===== config.mk =====
export PLATFORM = sky130hd
export DESIGN_NAME = data_cache
export DESIGN_NICKNAME = d
export VERILOG_FILES = /design/src/rtl/data_cache_pkg.sv /design/src/rtl/data_cache_line_array.sv /design/src/rtl/data_cache.sv
export SDC_FILE = /design/constraint.sdc
export NUM_CORES = 1
export LEC_CHECK = 0
export ABC_CLOCK_PERIOD_IN_PS = 5600
export CORE_MARGIN = 2
export CORE_UTILIZATION = 60
export CTS_BUF_LIST = sky130_fd_sc_hd__clkbuf_8
export DETAILED_ROUTE_END_ITERATION = 10
export GPL_TIMING_DRIVEN = 0
export PLACE_DENSITY_LB_ADDON = 0.2
export SLEW_MARGIN = 20
export SYNTH_ARGS = -nofsm -noshare
export SYNTH_HDL_FRONTEND = slang
export SYNTH_SLANG_ARGS = --single-unit

===== constraint.sdc =====
create_clock -name Clk -period 5.6 [get_ports Clk]
set_input_delay 0.84 -clock Clk [delete_from_list [all_inputs] [get_ports Clk]]
set_output_delay 0.84 -clock Clk [all_outputs]
set_load 0.05 [all_outputs]

===== src/rtl/data_cache_pkg.sv =====
// Shared constants and state encoding for the direct-mapped data cache.
package data_cache_pkg;

    localparam int DC_WORD_SIZE   = 16;
    localparam int DC_CACHE_LINES = 4;
    localparam int DC_LINE_WORDS  = 4;
    localparam int DC_OFFSET_W    = $clog2(DC_LINE_WORDS);
    localparam int DC_INDEX_W     = $clog2(DC_CACHE_LINES);
    localparam int DC_TAG_W       = DC_WORD_SIZE - DC_INDEX_W - DC_OFFSET_W;

    typedef enum logic [1:0] {
        DC_IDLE  = 2'd0,
        DC_FILL  = 2'd1,
        DC_WRITE = 2'd2
    } dc_state_e;

endpackage


===== src/rtl/data_cache_line_array.sv =====
// Valid/tag/data storage: combinational read, synchronous fill and word write.
module cache_line_array #(
    parameter int W     = 16,
    parameter int LINES = 4,
    parameter int WORDS = 4,
    parameter int IDX_W = 2,
    parameter int OFF_W = 2,
    parameter int TAG_W = 12
) (
    input  logic               clk,
    input  logic               clr,
    input  logic [IDX_W-1:0]   rd_idx,
    input  logic [OFF_W-1:0]   rd_off,
    output logic               rd_valid,
    output logic [TAG_W-1:0]   rd_tag,
    output logic [W-1:0]       rd_word,
    input  logic               fill_en,
    input  logic [IDX_W-1:0]   fill_idx,
    input  logic [TAG_W-1:0]   fill_tag,
    input  logic [W*WORDS-1:0] fill_line,
    input  logic               wr_en,
    input  logic [IDX_W-1:0]   wr_idx,
    input  logic [OFF_W-1:0]   wr_off,
    input  logic [W-1:0]       wr_data
);

    logic [LINES-1:0]   valid_q, valid_d;
    logic [TAG_W-1:0]   tag_q  [LINES];
    logic [TAG_W-1:0]   tag_d  [LINES];
    logic [W*WORDS-1:0] data_q [LINES];
    logic [W*WORDS-1:0] data_d [LINES];

    assign rd_valid = valid_q[rd_idx];
    assign rd_tag   = tag_q[rd_idx];
    assign rd_word  = data_q[rd_idx][rd_off*W +: W];

    always_comb begin
        valid_d = valid_q;
        tag_d   = tag_q;
        data_d  = data_q;
        if (fill_en) begin
            valid_d[fill_idx] = 1'b1;
            tag_d[fill_idx]   = fill_tag;
            data_d[fill_idx]  = fill_line;
        end
        if (wr_en) begin
            data_d[wr_idx][wr_off*W +: W] = wr_data;
        end
        // Only valid bits need clearing; stale tags/data are unreachable.
        if (clr) begin
            valid_d = '0;
        end
    end

    always_ff @(posedge clk) begin
        valid_q <= valid_d;
        tag_q   <= tag_d;
        data_q  <= data_d;
    end

endmodule


===== src/rtl/data_cache.sv =====
// Direct-mapped write-through, no-write-allocate data cache for the MEM stage.
module data_cache
    import data_cache_pkg::*;
#(
    parameter int WORD_SIZE  = DC_WORD_SIZE,
    parameter int NUM_LINES  = DC_CACHE_LINES,
    parameter int LINE_WORDS = DC_LINE_WORDS
) (
    input  logic                          Clk,
    input  logic                          Reset,
    input  logic                          c_read,
    input  logic                          c_write,
    input  logic [WORD_SIZE-1:0]          c_addr,
    input  logic [WORD_SIZE-1:0]          c_wdata,
    output logic [WORD_SIZE-1:0]          c_rdata,
    output logic                          c_done,
    output logic                          m_read,
    output logic                          m_write,
    output logic [WORD_SIZE-1:0]          m_addr,
    output logic [WORD_SIZE-1:0]          m_wdata,
    input  logic [WORD_SIZE*LINE_WORDS-1:0] m_rdata,
    input  logic                          m_ack,
    output logic [WORD_SIZE-1:0]          access_count,
    output logic [WORD_SIZE-1:0]          hit_count
);

    localparam int OFF_W = $clog2(LINE_WORDS);
    localparam int IDX_W = $clog2(NUM_LINES);
    localparam int TAG_W = WORD_SIZE - IDX_W - OFF_W;

    dc_state_e state_q, state_d;
    logic [WORD_SIZE-1:0] addr_q, addr_d;
    logic [WORD_SIZE-1:0] wdata_q, wdata_d;
    logic                 hit_q, hit_d;
    logic                 refill_q, refill_d;
    logic [WORD_SIZE-1:0] acc_q, acc_d;
    logic [WORD_SIZE-1:0] hcnt_q, hcnt_d;
    logic                 mrd_q, mrd_d;
    logic                 mwr_q, mwr_d;
    logic [WORD_SIZE-1:0] maddr_q, maddr_d;
    logic [WORD_SIZE-1:0] mwdata_q, mwdata_d;

    logic                 rd_valid;
    logic [TAG_W-1:0]     rd_tag;
    logic [WORD_SIZE-1:0] rd_word;
    logic                 hit;
    logic                 fill_en;
    logic                 wr_en;

    cache_line_array #(
        .W    (WORD_SIZE),
        .LINES(NUM_LINES),
        .WORDS(LINE_WORDS),
        .IDX_W(IDX_W),
        .OFF_W(OFF_W),
        .TAG_W(TAG_W)
    ) u_lines (
        .clk      (Clk),
        .clr      (Reset),
        .rd_idx   (c_addr[OFF_W +: IDX_W]),
        .rd_off   (c_addr[OFF_W-1:0]),
        .rd_valid (rd_valid),
        .rd_tag   (rd_tag),
        .rd_word  (rd_word),
        .fill_en  (fill_en),
        .fill_idx (addr_q[OFF_W +: IDX_W]),
        .fill_tag (addr_q[WORD_SIZE-1 -: TAG_W]),
        .fill_line(m_rdata),
        .wr_en    (wr_en),
        .wr_idx   (addr_q[OFF_W +: IDX_W]),
        .wr_off   (addr_q[OFF_W-1:0]),
        .wr_data  (wdata_q)
    );

    assign hit          = rd_valid && (rd_tag == c_addr[WORD_SIZE-1 -: TAG_W]);
    assign m_read       = mrd_q;
    assign m_write      = mwr_q;
    assign m_addr       = maddr_q;
    assign m_wdata      = mwdata_q;
    assign access_count = acc_q;
    assign hit_count    = hcnt_q;

    always_comb begin
        state_d  = state_q;
        addr_d   = addr_q;
        wdata_d  = wdata_q;
        hit_d    = hit_q;
        refill_d = refill_q;
        acc_d    = acc_q;
        hcnt_d   = hcnt_q;
        mrd_d    = mrd_q;
        mwr_d    = mwr_q;
        maddr_d  = maddr_q;
        mwdata_d = mwdata_q;
        c_done   = 1'b0;
        c_rdata  = '0;
        fill_en  = 1'b0;
        wr_en    = 1'b0;
        unique case (state_q)
            DC_IDLE: begin
                if (c_write) begin
                    state_d  = DC_WRITE;
                    addr_d   = c_addr;
                    wdata_d  = c_wdata;
                    hit_d    = hit;
                    mwr_d    = 1'b1;
                    maddr_d  = c_addr;
                    mwdata_d = c_wdata;
                end else if (c_read && hit) begin
                    c_done   = 1'b1;
                    c_rdata  = rd_word;
                    acc_d    = acc_q + 1'b1;
                    // A hit that follows our own fill is not a true hit.
                    if (!refill_q) hcnt_d = hcnt_q + 1'b1;
                    refill_d = 1'b0;
                end else if (c_read) begin
                    state_d = DC_FILL;
                    addr_d  = c_addr;
                    mrd_d   = 1'b1;
                    maddr_d = {c_addr[WORD_SIZE-1:OFF_W], {OFF_W{1'b0}}};
                end
            end
            DC_FILL: begin
                if (m_ack) begin
                    state_d  = DC_IDLE;
                    fill_en  = 1'b1;
                    refill_d = 1'b1;
                    mrd_d    = 1'b0;
                    maddr_d  = '0;
                end
            end
            DC_WRITE: begin
                if (m_ack) begin
                    state_d  = DC_IDLE;
                    c_done   = 1'b1;
                    wr_en    = hit_q;
                    acc_d    = acc_q + 1'b1;
                    if (hit_q) hcnt_d = hcnt_q + 1'b1;
                    refill_d = 1'b0;
                    mwr_d    = 1'b0;
                    maddr_d  = '0;
                    mwdata_d = '0;
                end
            end
            default: state_d = DC_IDLE;
        endcase
        if (Reset) begin
            c_done  = 1'b0;
            c_rdata = '0;
        end
    end

    always_ff @(posedge Clk) begin
        if (Reset) begin
            state_q  <= DC_IDLE;
            addr_q   <= '0;
            wdata_q  <= '0;
            hit_q    <= 1'b0;
            refill_q <= 1'b0;
            acc_q    <= '0;
            hcnt_q   <= '0;
            mrd_q    <= 1'b0;
            mwr_q    <= 1'b0;
            maddr_q  <= '0;
            mwdata_q <= '0;
        end else begin
            state_q  <= state_d;
            addr_q   <= addr_d;
            wdata_q  <= wdata_d;
            hit_q    <= hit_d;
            refill_q <= refill_d;
            acc_q    <= acc_d;
            hcnt_q   <= hcnt_d;
            mrd_q    <= mrd_d;
            mwr_q    <= mwr_d;
            maddr_q  <= maddr_d;
            mwdata_q <= mwdata_d;
        end
    end

endmodule


* Yosys cells after proc, flatten, opt, wreduce, memory -nomap -nowiden
Index checks and enable logic that the tools add are counted.
** Storage, ports and cells
- Flip-flop bits (word level) :: 410
- Output and inout bits :: 83
** Operators by class
- Add/subtract/negate cells :: 3
- Order comparisons :: 6
- Equality and inequality tests :: 16
- Shifts and indexed selects :: 3
- Muxes and demuxes :: 69
- Bitwise gates (word level) :: 3
- Reduce and logical (&&, ||, !) cells :: 20
** Operators with widths (number)
- 256-bit bitwise mux :: 2
- 256-bit two-way mux :: 2
- 16-bit two-way mux :: 20
- 64-bit demux with 2-bit select :: 2
- 64-bit two-way mux :: 4
- 64-bit binary-select mux with 2-bit select :: 1
- 16-bit one-hot mux with 2 select lines :: 4
- 16-bit by 34-bit variable shift with 64-bit output (first input constant) :: 1
- 16-bit by 34-bit indexed part select with 64-bit output :: 1
- 64-bit by 7-bit indexed part select with 16-bit output :: 1
- 48-bit bitwise mux :: 1
- 12-bit two-way mux :: 3
- 6-bit negator with 34-bit output :: 1
- 16-bit by 1-bit adder with 16-bit output (second input constant) :: 2
- 12-bit binary-select mux with 2-bit select :: 1
- 12-bit demux with 2-bit select :: 1
- 2-bit inequality test (second input constant) :: 10
- 1-bit two-way mux :: 17
- 12-bit equality test :: 1
- 5-bit AND reduction :: 2
- 3-bit AND reduction :: 3
- 2-bit two-way mux :: 4
- 4-bit AND reduction :: 2
- 2-bit nonzero test :: 4
- other kinds (21) :: 30

* Longest topological paths before layout
Gate-level depths: netlist (run 1).
- Depth after elaboration :: 11
- Depth in mapped cells :: 11
- Depth with buffers taken out :: 9

* Modules after synthesis
From an unflattened synthesis (run 1), not the netlist that was laid out.
** Second synthesis, totals
- Cells, all modules :: 1885
- Area total of the unflattened synthesis :: 19917.9 um^2
** Modules (own cells, without submodules)
- cache_line_array :: instances 1, cells each 1315, area an instance 15065.7 um^2, sequential area each 6646.4 um^2
- data_cache :: instances 1, cells each 570, area an instance 4852.2 um^2, sequential area each 2042.0 um^2

* Worst setup path before layout (run 1)
Ideal clock, no wire load.
- Path type :: input to output
- Start point :: input port c_addr[2]
- End point :: output port c_rdata[0]
- Arrival :: 3.225 ns
- Data required time :: 4.760 ns
- Slack :: 1.535 ns
- Stages on the path :: 7
- Buffers on the path :: 4
- Cells stage by stage :: buf_6 > buf_6 > clkbuf_1 > buf_2 > mux4_2 > mux4_2 > and3_1
** On the way
- Word-level cells in the longest chain between the ends :: 11
- Elaborated cells between the ends (all ways) :: 17
- Those cells by class :: 1 x eq/ne; 1 x shift; 12 x mux; 1 x bitwise; 2 x reduce/logical
** Ends and longest elaborated chain
- start: declaration :: line data_cache.sv:13 : input logic [WORD_SIZE-1:0] c_addr,
- parallel branches: the longest is 7 deep, another holds 64-bit binary-select mux with 2-bit select
- 16-bit two-way mux * :: line data_cache.sv:109 : end else if (c_read && hit) begin
- 16-bit two-way mux * :: line data_cache.sv:101 : if (c_write) begin
- 16-bit two-way mux * :: line data_cache.sv:99 : unique case (state_q)
- 16-bit two-way mux * :: line data_cache.sv:147 : if (Reset) begin
- end: declaration :: line data_cache.sv:15 : output logic [WORD_SIZE-1:0] c_rdata,
Every way passes the cells marked *. The select of a mux whose other input is x is not followed.

* Worst setup path after layout (run 1)
- Start point :: input port c_addr[2]
- End point :: output port c_rdata[12]
The elaborated chain is that of the path after synthesis.

==> summary.log, run 1 <==
[run_status] status complete, no violations
[floorplan] Rows 65
[power] static leakage power 9.34 nW
[timing] Max-slew headroom 0.231
[critical_path] Worst setup EP type output port
[final_layout] fraction of layout cells with a size suffix above 1 0.0991
[critical_path] cells along the critical path buf_6, buf_6, mux4_2, xnor2_1, nand4_1, nor3_1, clkbuf_1, and3_1, clkdlybuf4s50_1
[final_layout] commonest cells after routing, fill and taps aside dfxtp_1, nand2_1, mux2i_1, o21ai_0, clkdlybuf4s50_1
[run] max-capacitance violation count 0
[critical_path] Critical R2R Launch addr_q[2]
[hold_path] endpoint with the worst hold slack m_addr[13]
[logic_synthesis] Synth async-reset ratio 0
[floorplan] starting density of the core 0.612
[drt] wire length per cell after detailed routing 22.9 µm
[logic_synthesis] number of cells produced by synthesis 1951
[placement] placed standard-cell area 0.0216 mm²
[clock_network] Inserted Clock Buffers 69
[final_layout] FF+latch area 0.00869 mm²
[timing] final hold viol count 0
[clock_network] number of buffers on the longest clock path 3
[timing] Total Neg Setup Slack 0 ns
[logic_synthesis] Main synth FF type dfxtp_1
[floorplan] Floorplan Core Area 0.0316 mm²
[timing] measured slew at the worst slew-check pin 1.15 ns
[hold_path] kind of path behind the tightest hold check reg2reg
[final_layout] leading cell type in the layout, fill and taps excluded dfxtp_1
[power] maximum vdd drop 0.000231 V
[drt] first-pass iteration count of the detailed router 8
[clock_network] buffers inserted during post-CTS setup optimization 0
[global_routing] largest net degree at the start of global routing 22
[final_layout] filler cell count 2272
[floorplan] die extent in y 184 µm
[timing] Pins Over Slew Limit 0
[critical_path] most used cell along the critical path buf_6
[logic_synthesis] number of warning messages in the yosys log 0
[critical_path] largest fanout of any net on the critical path 10
[hold_path] number of cells on the worst hold path 2
[critical_path] type of element launching the critical path input pin
[global_routing] GRT overflow 0
[global_routing] antenna violations before repair 8
[drt] via total after detailed routing 16.7k
[timing] setup repair after global routing missed its margin false
[logic_synthesis] cell area after technology mapping 0.0194 mm²
[clock_network] TritonCTS clock tree built
[placement] GP Congestion 0.998
[logic_synthesis] number of flops mapped to enable cells by yosys 48
[final_layout] nets@finish 2311
[logic_synthesis] flip-flop and latch count after synthesis 410
[timing] post-route clock skew 0.0236 ns
[power] total chip power 8.28 mW
[critical_path] critical path data required time 4.76 ns
[drt] remaining number of nets flagged by the antenna check after routing 0
[critical_path] worst setup slack for register-to-register paths 1.87 ns
[power] Pwr Density 359 mW/mm²
[clock_network] depth of the CTS H-tree 3
[timing] post-route worst setup slack 0.292 ns
[placement] post-place setup slack 0.335 ns
[clock_network] CTS clk-pin slew, worst paths 0.06 ns
[hold_path] hold path start m_addr[13]
[critical_path] Worst path max stage delay 0.83 ns
[placement] detailed placer's ending HPWL 42700 µm
[drt] number of DRC markers in iteration 0 2055
[drt] routed via count divided by cell count 6.30
[logic_synthesis] average instance area after synthesis 9.92 µm²
[timing] Setup violations, final 0
[global_routing] vias in the first global route 15.9k
[clock_network] number of gates resized after cts 0
[floorplan] io pins 184
[global_routing] wire length of the first global-routing pass 91400 µm
[final_layout] growth of design area from synthesis to finish 19.1%
[drt] drc violations 0
[critical_path] arrival time at the worst endpoint 4.47 ns
[timing] Period minus WS final 5.31 ns
[critical_path] reg2reg end u_lines.valid_q[2]
[critical_path] slowest cell on the critical path clkdlybuf4s50_1
[clock_network] worst-skew pair later-pin latency 0.61 ns
[clock_network] cell chosen for the clock root clkbuf_8
[timing] highest clock frequency the design can meet 0.188 GHz
[final_layout] Layout Cells excl Fill 2657
[final_layout] footprint of the multi-input gates 0.0100 mm²
[clock_network] clock net sink count 410
[final_layout] cell area after layout 0.0231 mm²
[floorplan] die outline area 0.0337 mm²
[placement] number of cells in the design after placement 2531
[critical_path] depth of the worst register-to-register path 9
[global_routing] GRT Overall Usage 0.355
[clock_network] hold-fix buffers at CTS 0
[timing] fin crit share 0.948
[logic_synthesis] sequential-to-total area share from yosys stat 0.449
[logic_synthesis] Netlist cell types 47
[floorplan] Die Wd 184 µm
[logic_synthesis] Synth Net Count 2062
[critical_path] critical setup path kind in2out
[placement] number of port buffers 178
[drt] Routed Wire Length 60800 µm
-- cells by family (layout without fill, tap and decap cells) --
logic type / Yosys count / after routing / synth area share
AO/OA/AOI/OAI: 383 / 383 / 0.107
flip-flops: 410 / 410 / 0.449
multiplexers: 372 / 372 / 0.250
adder cells (fa/ha/maj): 10 / 10 / 0.00646
other: 0 / 4 / 0
AND/OR/NAND/NOR: 602 / 602 / 0.148
buffers and inverters: 156 / 456 / 0.0322
XOR/XNOR: 18 / 18 / 0.00814
-- cells in the mapped netlist (16+ instances only) --
library cell	count	area, µm²
a22oi_1	17	128
nor2_1	48	180
mux2i_1	281	2810
and3_1	22	138
dfxtp_1	362	7250
a21oi_1	63	315
and2_1	66	413
o31ai_1	16	120
mux4_2	89	2000
o21ai_0	271	1360
nand2_1	334	1250
edfxtp_1	48	1440
clkbuf_1	114	428
nand2b_1	42	263
-- worst max-delay path, delay by kind of cell --
family,cells,cell delay (ns)
xor gates and xnor gates,1,0.27
buffers and inverters,4,1.54
muxes,1,0.52
and+or+nand+nor,3,1.29
-- worst max-delay path by stage --
stage,from,slack [ns],end
2_1_floorplan,c_addr[2],1.54,c_rdata[0]
3_3_place_gp,c_addr[2],0.35,c_rdata[9]
3_5_place_dp,c_addr[2],0.33,c_rdata[9]
4_1_cts,c_addr[2],0.33,c_rdata[10]
5_1_grt,c_addr[2],0.20,c_rdata[12]
6_report,c_addr[2],0.29,c_rdata[12]
-- power breakdown --
group	internal, mW	switching, mW
clock network	1.49	1.23
logic	0.797	0.856
registers	3.56	0.345
-- layout make-up --
cell class	instances	area share
Antenna cell	4	0.000434
Buffer	143	0.0250
Clock buffer	87	0.0519
Clock inverter	35	0.00895
Inverter	13	0.00212
Multi-Input combinational cell	1385	0.436
Sequential cell	410	0.377
Tap cell	402	0.0218
Timing Repair Buffer	178	0.0773
-- layer usage --
layer / global-route usage / wire (µm) / up-vias
met5: 0 / 12 / -
met4: 0.177 / 3180 / 2
met3: 0.0866 / 7010 / 213
met2: 0.542 / 26800 / 1016
met1: 0.472 / 23700 / 8025
li1: - / - / 7482
-- per-stage QoR --
step / hold WS [ns] / utilization
final: 0.456 / 0.729
after global routing: 0.476 / 0.729
after CTS: 0.456 / 0.728
after detailed placement: 0.447 / 0.684
after global placement: 0.440 / 0.684
after floorplan: 0.432 / -
-- registers in the layout, indices dropped and copies added (netlist names), 2 cells and up --
register / cells
access_count: 16
addr_q: 16
hit_count: 16
m_addr: 16
m_wdata: 16
state_q: 2
u_lines.data_q: 256
u_lines.tag_q: 48
u_lines.valid_q: 4
wdata_q: 16
Note: power is estimated with default switching activity, not from simulation.
==> inputs of run 2 (changes only) <==
--- a/config.mk
+++ b/config.mk
@@ -10,7 +10,6 @@
 export CORE_UTILIZATION = 60
 export CTS_BUF_LIST = sky130_fd_sc_hd__clkbuf_8
 export DETAILED_ROUTE_END_ITERATION = 10
-export GPL_TIMING_DRIVEN = 0
 export PLACE_DENSITY_LB_ADDON = 0.2
 export SLEW_MARGIN = 20
 export SYNTH_ARGS = -nofsm -noshare
==> run 2 against run 1 <==
  * Worst setup slack better by 0.85 ns
  * Via count decreased by 4.9%
  * Hold slack got worse by 0.0058 ns
  * Largest power group unchanged
  * Fmax rose by 19%
  * Global-route usage down 1.2 points
  * Clock power hardly changed
  * Combinational power fell by 7%
==> summary.log, run 2 (synthesis gave the netlist of run 1 again) <==
[critical_path] Worst setup EP type output port
[floorplan] Rows 65
[critical_path] Worst path max stage delay 0.84 ns
[final_layout] filler cell count 2271
[critical_path] depth of the worst register-to-register path 5
[timing] Period minus WS final 4.46 ns
[final_layout] nets@finish 2209
[clock_network] CTS clk-pin slew, worst paths 0.06 ns
[timing] highest clock frequency the design can meet 0.224 GHz
[drt] drc violations 0
[timing] setup repair after global routing missed its margin false
[critical_path] cells along the critical path buf_4, mux4_2, xnor2_1, and4_1, o2111a_4, nand2_1, o21ai_0, clkdlybuf4s50_1
[timing] Max-slew headroom 0.217
[timing] final hold viol count 0
[final_layout] leading cell type in the layout, fill and taps excluded dfxtp_1
[run] max-capacitance violation count 0
[drt] wire length on met2 26400 µm
[power] static leakage power 9.44 nW
[floorplan] Die Wd 184 µm
[critical_path] largest fanout of any net on the critical path 48
[drt] wire length per cell after detailed routing 22.7 µm
[global_routing] GRT Overall Usage 0.343
[timing] Setup violations, final 0
[drt] Routed Wire Length 58000 µm
[global_routing] vias in the first global route 15.7k
[placement] GP Congestion 0.894
[clock_network] cell chosen for the clock root clkbuf_8
[final_layout] register with the highest flop count u_lines.data_q
[timing] Total Neg Setup Slack 0 ns
[critical_path] critical path data required time 4.76 ns
[drt] metal1 wirelength 23900 µm
[power] maximum vdd drop 0.000209 V
[drt] routed via count divided by cell count 6.22
[clock_network] clock net sink count 410
[critical_path] slowest cell on the critical path clkdlybuf4s50_1
[clock_network] Inserted Clock Buffers 70
[clock_network] number of buffers on the longest clock path 3
[critical_path] type of element launching the critical path input pin
[floorplan] io pins 184
[floorplan] starting density of the core 0.612
[final_layout] share of the core filled with cells in the final layout 0.729
[global_routing] antenna violations before repair 8
[power] Pwr Density 356 mW/mm²
[timing] measured slew at the worst slew-check pin 1.17 ns
[drt] remaining number of nets flagged by the antenna check after routing 0
[final_layout] footprint of the multi-input gates 0.0102 mm²
[placement] detailed placer's ending HPWL 38100 µm
[clock_network] worst-skew pair later-pin latency 0.61 ns
[timing] post-route clock skew 0.0177 ns
[clock_network] hold-fix buffers at CTS 0
[run_status] status complete, no violations
[drt] via total after detailed routing 15.9k
[global_routing] GRT overflow 0
[critical_path] arrival time at the worst endpoint 3.62 ns
[clock_network] number of gates resized after cts 0
[final_layout] growth of design area from synthesis to finish 19.1%
[global_routing] largest net degree at the start of global routing 69
[floorplan] die extent in y 184 µm
[critical_path] worst setup slack for register-to-register paths 2.69 ns
[final_layout] FF+latch area 0.00869 mm²
[final_layout] max reg flops 256
[clock_network] TritonCTS clock tree built
[critical_path] critical setup path kind in2out
[timing] fin crit share 0.797
[clock_network] buffers inserted during post-CTS setup optimization 0
[final_layout] biggest registers after layout u_lines.data_q: 256 flops, u_lines.tag_q: 48 flops
[drt] total length of routed met3 wires 5910 µm
[clock_network] depth of the CTS H-tree 3
[drt] number of DRC markers in iteration 0 1660
[floorplan] die outline area 0.0337 mm²
[hold_path] kind of path behind the tightest hold check reg2reg
[drt] first-pass iteration count of the detailed router 6
[placement] number of port buffers 183
[drt] highest routing layer actually used met4
[final_layout] fraction of layout cells with a size suffix above 1 0.135
[floorplan] Floorplan Core Area 0.0316 mm²
[final_layout] commonest cells after routing, fill and taps aside dfxtp_1, nand2_1, mux2i_1, o21ai_0, clkdlybuf4s50_1
[global_routing] wire length of the first global-routing pass 89600 µm
[hold_path] number of cells on the worst hold path 2
[timing] Pins Over Slew Limit 0
run 2: final cells by class:
type                    instances  area share
diodes                          5    0.000543
clock buffers                  89      0.0531
clock inverters                36     0.00771
inverters                      13     0.00212
multi-input cells            1385       0.441
flip-flops and latches        410       0.377
well taps                     402      0.0218
repair buffers                218      0.0969
run 2: critical path: cells and delay by family:
kind                   cells  cell delay, ns
AO/OA/AOI/OAI              2            0.37
XOR/XNOR                   1            0.23
AND/OR/NAND/NOR            2            0.31
multiplexers               1            0.43
buffers and inverters      2            1.41
run 2: path summary, 6_finish.rpt:
check | endpoint | start
worst max-delay path | c_done | c_addr[3]
worst min-delay path | m_addr[7] | m_addr[7]
worst max register to register | u_lines.data_q[84] | addr_q[2]
worst min register to register | m_addr[7] | m_addr[7]
run 2: routing by layer:
metal | up-vias | track usage
met5 | - | 0
met4 | 0 | 0.151
met3 | 124 | 0.0773
met2 | 845 | 0.524
met1 | 7683 | 0.469
li1 | 7264 | -
run 2: per-stage QoR:
| step | power (mW) | std cells | instance area [µm²] | worst slack [ns] | hold slack (ns) |
|---|---|---|---|---|---|
| 2_1_floorplan | 4.94 | 1951 | 19400 | 1.54 | 0.432 |
| 3_3_place_gp | 5.44 | 2428 | 21600 | 1.24 | 0.439 |
| 3_5_place_dp | 5.52 | 2428 | 21600 | 1.18 | 0.444 |
| 4_1_cts | 8.18 | 2553 | 23000 | 1.17 | 0.451 |
| 5_1_grt | 8.54 | 2558 | 23100 | 1.06 | 0.464 |
| 6_report | 8.22 | 2558 | 23100 | 1.14 | 0.450 |
run 2: report_power, final:
group	switching (mW)	total [mW]	internal (mW)
Sequential	0.424	3.99	3.56
Combinational	0.759	1.54	0.783
Clock	1.25	2.69	1.44
Total	2.43	8.22	5.79
